**src/rtl/squash_game_ctrl.sv**
```systemverilog
// Squash game-sequencing controller: attract/serve/play/over flow, lives, score, core control.
// Optional build macro SCORE_BCD_EN selects a two-digit packed-BCD score instead of binary.
module squash_game_ctrl #(
  parameter int LIVES        = 3,
  parameter int SERVE_FRAMES = 60,
  parameter int OVER_FRAMES  = 180
) (
  input  logic       clk,
  input  logic       reset,
  input  logic       frame_tick,
  input  logic       start_n,
  input  logic       pause_btn_n,
  input  logic       hit,
  input  logic       ball_miss,
  output logic       core_new_game_n,
  output logic       core_pause_n,
  output logic [7:0] score,
  output logic [1:0] lives,
  output logic [1:0] state,
  output logic       game_over
);

  typedef enum logic [1:0] {
    ST_ATTRACT = 2'd0,
    ST_SERVE   = 2'd1,
    ST_PLAY    = 2'd2,
    ST_OVER    = 2'd3
  } state_t;

  localparam int TMAX = (SERVE_FRAMES > OVER_FRAMES) ? SERVE_FRAMES : OVER_FRAMES;
  localparam int TW   = (TMAX > 1) ? $clog2(TMAX) : 1;

  localparam logic [TW-1:0] SERVE_LOAD = TW'(SERVE_FRAMES - 1);
  localparam logic [TW-1:0] OVER_LOAD  = TW'(OVER_FRAMES - 1);
  localparam logic [1:0]    LIVES_INIT = 2'(LIVES);

  state_t        r_state;
  logic [TW-1:0] r_timer;
  logic          r_paused;
  logic [7:0]    r_score;
  logic [1:0]    r_lives;
  logic          r_new_game_n;
  logic          r_pause_n;
  logic          r_game_over;
  logic [1:0]    r_start_s;
  logic [1:0]    r_pause_s;
  logic          r_hit_q;

  logic          w_start_press;
  logic          w_pause_press;
  logic          w_hit_edge;
  logic [7:0]    w_score_inc;

  function automatic logic [7:0] f_score_inc(input logic [7:0] s);
`ifdef SCORE_BCD_EN
    if (s == 8'h99)
      return s;
    else if (s[3:0] == 4'd9)
      return {s[7:4] + 4'd1, 4'd0};
    else
      return {s[7:4], s[3:0] + 4'd1};
`else
    if (s == 8'hFF)
      return s;
    else
      return s + 8'd1;
`endif
  endfunction

  // [0] holds the newest frame sample, [1] the one before it.
  assign w_start_press = frame_tick & r_start_s[1] & ~r_start_s[0];
  assign w_pause_press = frame_tick & r_pause_s[1] & ~r_pause_s[0];
  assign w_hit_edge    = hit & ~r_hit_q;
  assign w_score_inc   = f_score_inc(r_score);

  always_ff @(posedge clk) begin
    if (reset) begin
      r_state      <= ST_ATTRACT;
      r_timer      <= '0;
      r_paused     <= 1'b0;
      r_score      <= '0;
      r_lives      <= LIVES_INIT;
      r_new_game_n <= 1'b0;
      r_pause_n    <= 1'b0;
      r_game_over  <= 1'b0;
      r_start_s    <= '1;
      r_pause_s    <= '1;
      r_hit_q      <= 1'b0;
    end else begin
      r_hit_q <= hit;
      if (frame_tick) begin
        r_start_s <= {r_start_s[0], start_n};
        r_pause_s <= {r_pause_s[0], pause_btn_n};
      end

      case (r_state)
        ST_ATTRACT: begin
          if (w_start_press) begin
            r_state <= ST_SERVE;
            r_score <= '0;
            r_lives <= LIVES_INIT;
            r_timer <= SERVE_LOAD;
          end
        end

        ST_SERVE: begin
          r_paused <= 1'b0;
          if (frame_tick) begin
            if (r_timer == '0) begin
              r_state      <= ST_PLAY;
              r_new_game_n <= 1'b1;
              r_pause_n    <= 1'b1;
            end else begin
              r_timer <= r_timer - TW'(1);
            end
          end
        end

        ST_PLAY: begin
          if (w_hit_edge && !r_paused)
            r_score <= w_score_inc;
          // Miss uses the pre-toggle pause flag, so it takes priority over a same-tick pause press.
          if (frame_tick && ball_miss && !r_paused) begin
            r_paused  <= 1'b0;
            r_pause_n <= 1'b0;
            if (r_lives == 2'd1) begin
              r_state     <= ST_OVER;
              r_lives     <= '0;
              r_timer     <= OVER_LOAD;
              r_game_over <= 1'b1;
            end else begin
              r_state      <= ST_SERVE;
              r_lives      <= r_lives - 2'd1;
              r_timer      <= SERVE_LOAD;
              r_new_game_n <= 1'b0;
            end
          end else if (w_pause_press) begin
            r_paused  <= ~r_paused;
            r_pause_n <= r_paused;
          end
        end

        ST_OVER: begin
          if (frame_tick) begin
            if (r_timer == '0) begin
              r_state      <= ST_ATTRACT;
              r_lives      <= LIVES_INIT;
              r_new_game_n <= 1'b0;
              r_game_over  <= 1'b0;
            end else begin
              r_timer <= r_timer - TW'(1);
            end
          end
        end

        default: r_state <= ST_ATTRACT;
      endcase
    end
  end

  assign core_new_game_n = r_new_game_n;
  assign core_pause_n    = r_pause_n;
  assign score           = r_score;
  assign lives           = r_lives;
  assign state           = r_state;
  assign game_over       = r_game_over;

endmodule

```
**config.mk**
```make
export PLATFORM = sky130hd
export DESIGN_NAME = squash_game_ctrl
export DESIGN_NICKNAME = d
export VERILOG_FILES = /design/src/rtl/squash_game_ctrl.sv
export SDC_FILE = /design/constraint.sdc
export NUM_CORES = 1
export LEC_CHECK = 0
export CORE_AREA = 3 3 86 47
export CTS_BUF_LIST = sky130_fd_sc_hd__clkbuf_16
export DETAILED_ROUTE_END_ITERATION = 12
export DIE_AREA = 0 0 89 50
export GPL_ROUTABILITY_DRIVEN = 1
export HOLD_SLACK_MARGIN = 0.12
export PLACE_DENSITY = 0.66
export SKIP_LAST_GASP = 1
export SYNTH_ARGS = -nofsm -noshare
export SYNTH_HDL_FRONTEND = slang
export SYNTH_SLANG_ARGS = --single-unit
```
**constraint.sdc**
```tcl
create_clock -name clk -period 2.28 [get_ports clk]
set_input_delay 0.57 -clock clk [delete_from_list [all_inputs] [get_ports clk]]
set_output_delay 0.57 -clock clk [all_outputs]
set_load 0.005 [all_outputs]
```
==> flow_metrics.env, run 1 <==
export IMPL_overflow=0
export IMPL_grt_pass1_vias=1272
export IMPL_start_kind="input pin"
export IMPL_clock_latency_ns=0.27
export IMPL_syn_num_nets=185
export IMPL_synth_compound_area_share_pct=18.98
export IMPL_irDropWorstVdd_mv=0.3259
export IMPL_yosys_area_share_simple_pct=27.80
export IMPL_period_share_pct=85.22
export IMPL_track_usage_pct=17.01
export IMPL_cts_root_buf="clkbuf_16"
export IMPL_worst_slack_ns=0.3370
export IMPL_yosysTopAreaCellShare_pct=39.32
export IMPL_end_kind="register"
export IMPL_tightestPinTransition_ns=0.5071
export IMPL_core_sq_mm=0.003359
export IMPL_p_total_mw=1.311
export IMPL_holdWs_ns=0.4925
export IMPL_leakage_nw=0.7129
export IMPL_cp_top_family="buffers and inverters"
export IMPL_htreeDepth=2
export IMPL_dieWidth_um=89
export IMPL_cts_resized=0
export IMPL_synth_area_leaders="dfxtp_1 39%, a21oi_1 5.8%, nand2_1 4.3%, ha_1 3.4%, nand3_1 3.4%"
export IMPL_totalWireLength_mm=3.390
export IMPL_worstPathCellList="clkdlybuf4s50_1 -> buf_4 -> nand2_1 -> or3_1 -> o22ai_1 -> nor2_1 -> a211oi_1"
export IMPL_pwr_density_cell_mw_per_mm2=691.0
export IMPL_busiest_layer="met2"
export IMPL_via_count=1385
export IMPL_met2_usage_pct=27.71
export IMPL_place_inst=238
export IMPL_slowest_delay_ns=0.48
export IMPL_synth_edf_count=0
export IMPL_cts_clk_slew_worst_paths_ns=0.05
export IMPL_fmaxAchievable_ghz=0.5147
export IMPL_cts_buffers_inserted=5
export IMPL_grt_pass1_wl_mm=5.727
export IMPL_gp_congestion=0.7795
export IMPL_crit_type="in -> reg"
export IMPL_yosys_warnings=0
export IMPL_maxCapViolations=0
export IMPL_cts_tree="yes"
export IMPL_yosysTopAreaCell="dfxtp_1"
export IMPL_die_area_sq_mm=0.004450
export IMPL_antenna_found_initial=0
export IMPL_grt_max_degree=15
export IMPL_layout_min_cycle_time_ns=1.943
export IMPL_ctsLongestPathBuffers=2
export IMPL_worstPathArrival_ns=2.13
export IMPL_yosys_top_cells_count="29 x dfxtp_1, 17 x a21oi_1, 17 x nand2_1"
export IMPL_skew_ns=0.002277
export IMPL_synthXorXnorAreaFrac_pct=2.966
export IMPL_syn_inst=174
export IMPL_cts_sinks=29
export IMPL_post_cts_setup_buffer_count=0
export IMPL_cp_num_buf_inv=2
export IMPL_setup_viol=0
export IMPL_synth_area_per_cell_sq_um=8.485
export IMPL_io_buffers=21
export IMPL_first_pass_iters=4
export IMPL_synth_cell_type_count=40
export IMPL_synth_most_common_cell="dfxtp_1"
export IMPL_synth_mux_area_share_pct=2.712
export IMPL_routedWlPerCell_um=13.78
export IMPL_async_flop_share_pct=0
export IMPL_synth_fa_ha_area_share_pct=3.390
export IMPL_relSlewSlack_pct=65.88
export IMPL_drc_errors=0
export IMPL_crit_slowest_cell="clkdlybuf4s50_1"
export IMPL_drive_gt1_share_pct=10.78
export IMPL_row_count=15
export IMPL_tns_ns=0
export IMPL_layout_nets=214
export IMPL_post_place_ws_ns=0.06337
export IMPL_ios=22
export IMPL_path_max_fanout=11
export IMPL_status="finished clean"
export IMPL_cp_required_ns=2.47
export IMPL_seq_area_frac_synth_pct=39.32
export IMPL_ys_ff_latch=29
export IMPL_postRouteAntennaNets=0
export IMPL_syn_area_sq_mm=0.001476
export IMPL_area_delta_synth_final_pct=28.47
export IMPL_die_height_um=50
export IMPL_place_hpwl_mm=2.478
export IMPL_instances_no_fill=246
export IMPL_hold_viol=0
export IMPL_antenna_cells=0
export IMPL_start_util_pct=43.95
export IMPL_drt_initial_drc_count=56
export IMPL_hold_class="reg -> reg"
export IMPL_yosys_most_used_dff="dfxtp_1"
export IMPL_rsz0062_at_grt="no"
export IMPL_synth_top_family_by_area="simple AND/OR/NAND/NOR gates"
export IMPL_grt_util_met3_pct=5.008
export IMPL_grt_util_met1_pct=20.40
export IMPL_slew_violations=0
export IMPL_cts_hold_buf=0
export IMPL_vias_per_cell=5.630
## final timing paths
check	startpoint	endpoint	slack [ns]	cells after the start
max	frame_tick	core_new_game_n	0.34	7
min	lives[1]	lives[1]	0.49	2
max reg2reg	state[1]	score[5]	0.36	6
min reg2reg	lives[1]	lives[1]	0.49	2
## stage by stage
| stage | area [sq um] | utilization, % |
|---|---|---|
| 6_report | 1897 | 56.46 |
| 5_1_grt | 1897 | 56.46 |
| 3_3_place_gp | 1758 | 52.33 |
| 3_5_place_dp | 1758 | 52.33 |
| 2_1_floorplan | 1476 | - |
| 4_1_cts | 1897 | 56.46 |
## worst min-delay path: stages, from the launching register on
cell,delay [ns]
dfxtp_1,0.30
inv_1,0.06
a31oi_1,0.07
## logic make-up after synthesis
group | count (synthesis)
AND/OR/NAND/NOR | 72
adder cells (fa/ha/maj) | 4
AO/OA/AOI/OAI | 45
flip-flops | 29
buffers and inverters | 15
multiplexers | 4
XOR/XNOR | 5
## layout by cell type (no fill, tap or decap), types with 2 or more instances in the layout
master and instances:
clkdlybuf4s50_1 21, o22ai_1 2, clkbuf_16 5, nand3_1 10, nand4_1 4, nand2_1 17, ha_1 4, or4_1 2
mux2i_1 4, nor4_1 3, o21ai_0 7, a31oi_1 4, and4_1 2, dfxtp_1 29, a21oi_1 17, o211ai_1 2
nor2_1 13, nor3_1 4, a211oi_1 3, buf_4 8, inv_1 9, clkinv_2 2, nor2b_1 3, o31ai_1 3
xor2_1 5, or3_1 5
## area by class of cell
type	instances	area [sq um]
Multi-Input combinational cell	130	824.5
Clock buffer	5	125.1
Fill cell	329	1463
Tap cell	42	52.55
Timing Repair Buffer	29	270.3
Inverter	8	30.03
Clock inverter	3	13.76
Sequential cell	29	580.6
## routing by layer
metal / wire length [um] / vias up / share of wire [%]
met5: 0 / - / 0
met4: 38 / 0 / 1.1
met3: 171 / 5 / 5.0
met2: 1643 / 35 / 48
met1: 1538 / 647 / 45
li1: - / 698 / -
## report_power, final
group	switching, mW	internal, mW	total (mW)	leakage [nW]
clock	0.213	0.394	0.607	0.0748
sequential	0.0185	0.527	0.546	0.236
combinational	0.0890	0.0686	0.158	0.402
## sequential cells by signal, indices dropped and copies added (netlist names), 2 cells and up
register   cells
state          2
r_timer        8
score          8
r_start_s      2
r_pause_s      2
lives          2
(Power assumes the default switching activity.)
==> run 2, diff against run 1 <==
==> constraint.sdc (replaced) <==
create_clock -name clk -period 2.2 [get_ports clk]
set_input_delay 0.55 -clock clk [delete_from_list [all_inputs] [get_ports clk]]
set_output_delay 0.55 -clock clk [all_outputs]
set_load 0.005 [all_outputs]
==> flow_metrics.env, run 2 (synthesis gave the netlist of run 1 again) <==
export IMPL_status="finished clean"
export IMPL_endpoint="state[1]"
export IMPL_via_count=1413
export IMPL_cp_top_family="buffers and inverters"
export IMPL_rsz0062_at_grt="no"
export IMPL_period_share_pct=87.65
export IMPL_skew_ns=0.001306
export IMPL_row_count=15
export IMPL_cp_num_buf_inv=1
export IMPL_cts_root_buf="clkbuf_16"
export IMPL_drive_gt1_share_pct=11.11
export IMPL_start_util_pct=43.95
export IMPL_core_sq_mm=0.003359
export IMPL_die_area_sq_mm=0.004450
export IMPL_maxCapViolations=0
export IMPL_layout_min_cycle_time_ns=1.928
export IMPL_totalWireLength_mm=3.462
export IMPL_cp_required_ns=1.65
export IMPL_fin_area_sq_mm=0.001917
export IMPL_nFillCells=311
export IMPL_clock_latency_ns=0.27
export IMPL_cts_sinks=29
export IMPL_dieWidth_um=89
export IMPL_area_delta_synth_final_pct=29.83
export IMPL_htreeDepth=2
export IMPL_drt_initial_drc_count=112
export IMPL_irDropWorstVdd_mv=0.2986
export IMPL_cts_resized=0
export IMPL_grt_pass1_vias=1329
export IMPL_fin_util_pct=57.06
export IMPL_slowest_delay_ns=0.58
export IMPL_crit_type="reg -> out"
export IMPL_path_max_fanout=9
export IMPL_leakage_nw=0.7290
export IMPL_final_common_cell="dfxtp_1"
export IMPL_place_inst=241
export IMPL_path_depth=1
export IMPL_ctsLongestPathBuffers=2
export IMPL_r2r_start="r_timer[4]"
export IMPL_worstPathCellList="clkdlybuf4s50_1"
export IMPL_cts_tree="yes"
export IMPL_vias_per_cell=5.675
export IMPL_startpoint="state[1]"
export IMPL_fmaxAchievable_ghz=0.5186
export IMPL_instances_no_fill=249
export IMPL_ios=22
export IMPL_tns_ns=0
export IMPL_grt_max_degree=16
export IMPL_r2r_end="core_pause_n"
export IMPL_tightestPinTransition_ns=0.5303
export IMPL_first_pass_iters=5
export IMPL_antenna_cells=0
export IMPL_hold_class="reg -> reg"
export IMPL_holdWs_ns=0.4910
export IMPL_cts_buffers_inserted=5
export IMPL_overflow=0
export IMPL_slew_violations=0
export IMPL_cts_hold_buf=0
export IMPL_routedWlPerCell_um=13.90
export IMPL_end_kind="output port"
export IMPL_layout_common_cells="29 x dfxtp_1, 21 x clkdlybuf4s50_1, 17 x nand2_1, 17 x a21oi_1, 13 x nor2_1"
export IMPL_io_buffers=21
export IMPL_start_kind="register"
export IMPL_pwr_density_cell_mw_per_mm2=704.6
export IMPL_worstPathArrival_ns=1.38
export IMPL_hold_viol=0
export IMPL_track_usage_pct=17.59
export IMPL_place_hpwl_mm=2.529
export IMPL_setup_viol=0
export IMPL_cts_clk_slew_worst_paths_ns=0.05
export IMPL_drc_errors=0
export IMPL_crit_slowest_cell="clkdlybuf4s50_1"
export IMPL_dpl_cell_area_sq_mm=0.001780
export IMPL_reg2reg_slack_ns=0.37
export IMPL_r2r_cells=5
export IMPL_die_height_um=50
export IMPL_layout_nets=217
export IMPL_relSlewSlack_pct=64.32
export IMPL_antenna_found_initial=0
export IMPL_postRouteAntennaNets=0
export IMPL_post_cts_setup_buffer_count=0
export IMPL_grt_pass1_wl_mm=5.913
export IMPL_gp_congestion=0.8189
[run 2: changes by cell type in the layout (fill, tap and decap cells not counted)]
cell      before  now
clkinv_2       2    0
inv_1          9   11
buf_4          8   11
[run 2: layout make-up]
cell class	instances	area (sq um)	share of cell area [%]
well taps	42	52.55	2.742
inverters	8	30.03	1.567
multi-input cells	130	824.5	43.02
repair buffers	32	292.8	15.27
clock inverters	3	11.26	0.5875
flip-flops and latches	29	580.6	30.29
clock buffers	5	125.1	6.527
[run 2: power by group]
group	internal (mW)	switching [mW]
logic	0.0734	0.0939
registers	0.547	0.0202
clock network	0.404	0.212
[run 2: tightest hold or removal path: stages, from the launching register on]
cell	delay [ns]
dfxtp_1	0.30
o21ai_0	0.07
a21oi_1	0.07
[run 2: worst min-delay path by stage]
stage                  from      endpoint  slack, ns  cells after the start
6_report         r_timer[7]    r_timer[7]       0.49                      2
5_1_grt        r_pause_s[1]  r_pause_s[1]       0.51                      2
4_1_cts          r_timer[7]    r_timer[7]       0.49                      2
3_5_place_dp   r_start_s[1]  r_start_s[1]       0.46                      2
3_3_place_gp   r_start_s[1]  r_start_s[1]       0.45                      2
2_1_floorplan  r_start_s[1]  r_start_s[1]       0.43                      2
[run 2: through the flow]
step	power (mW)	setup slack (ns)
after floorplan	0.6857	0.5113
after global placement	0.7369	0.05975
after detailed placement	0.7406	0.02034
after CTS	1.364	0.2625
after global routing	1.420	0.1564
final	1.351	0.2716
[run 2: layer usage]
metal / vias up / GRT usage, % / wire length, um
li1: 698 / - / -
met1: 657 / 20.36 / 1521
met2: 45 / 29.06 / 1668
met3: 13 / 6.010 / 189
met4: 0 / 8.168 / 82
met5: - / 0 / 0
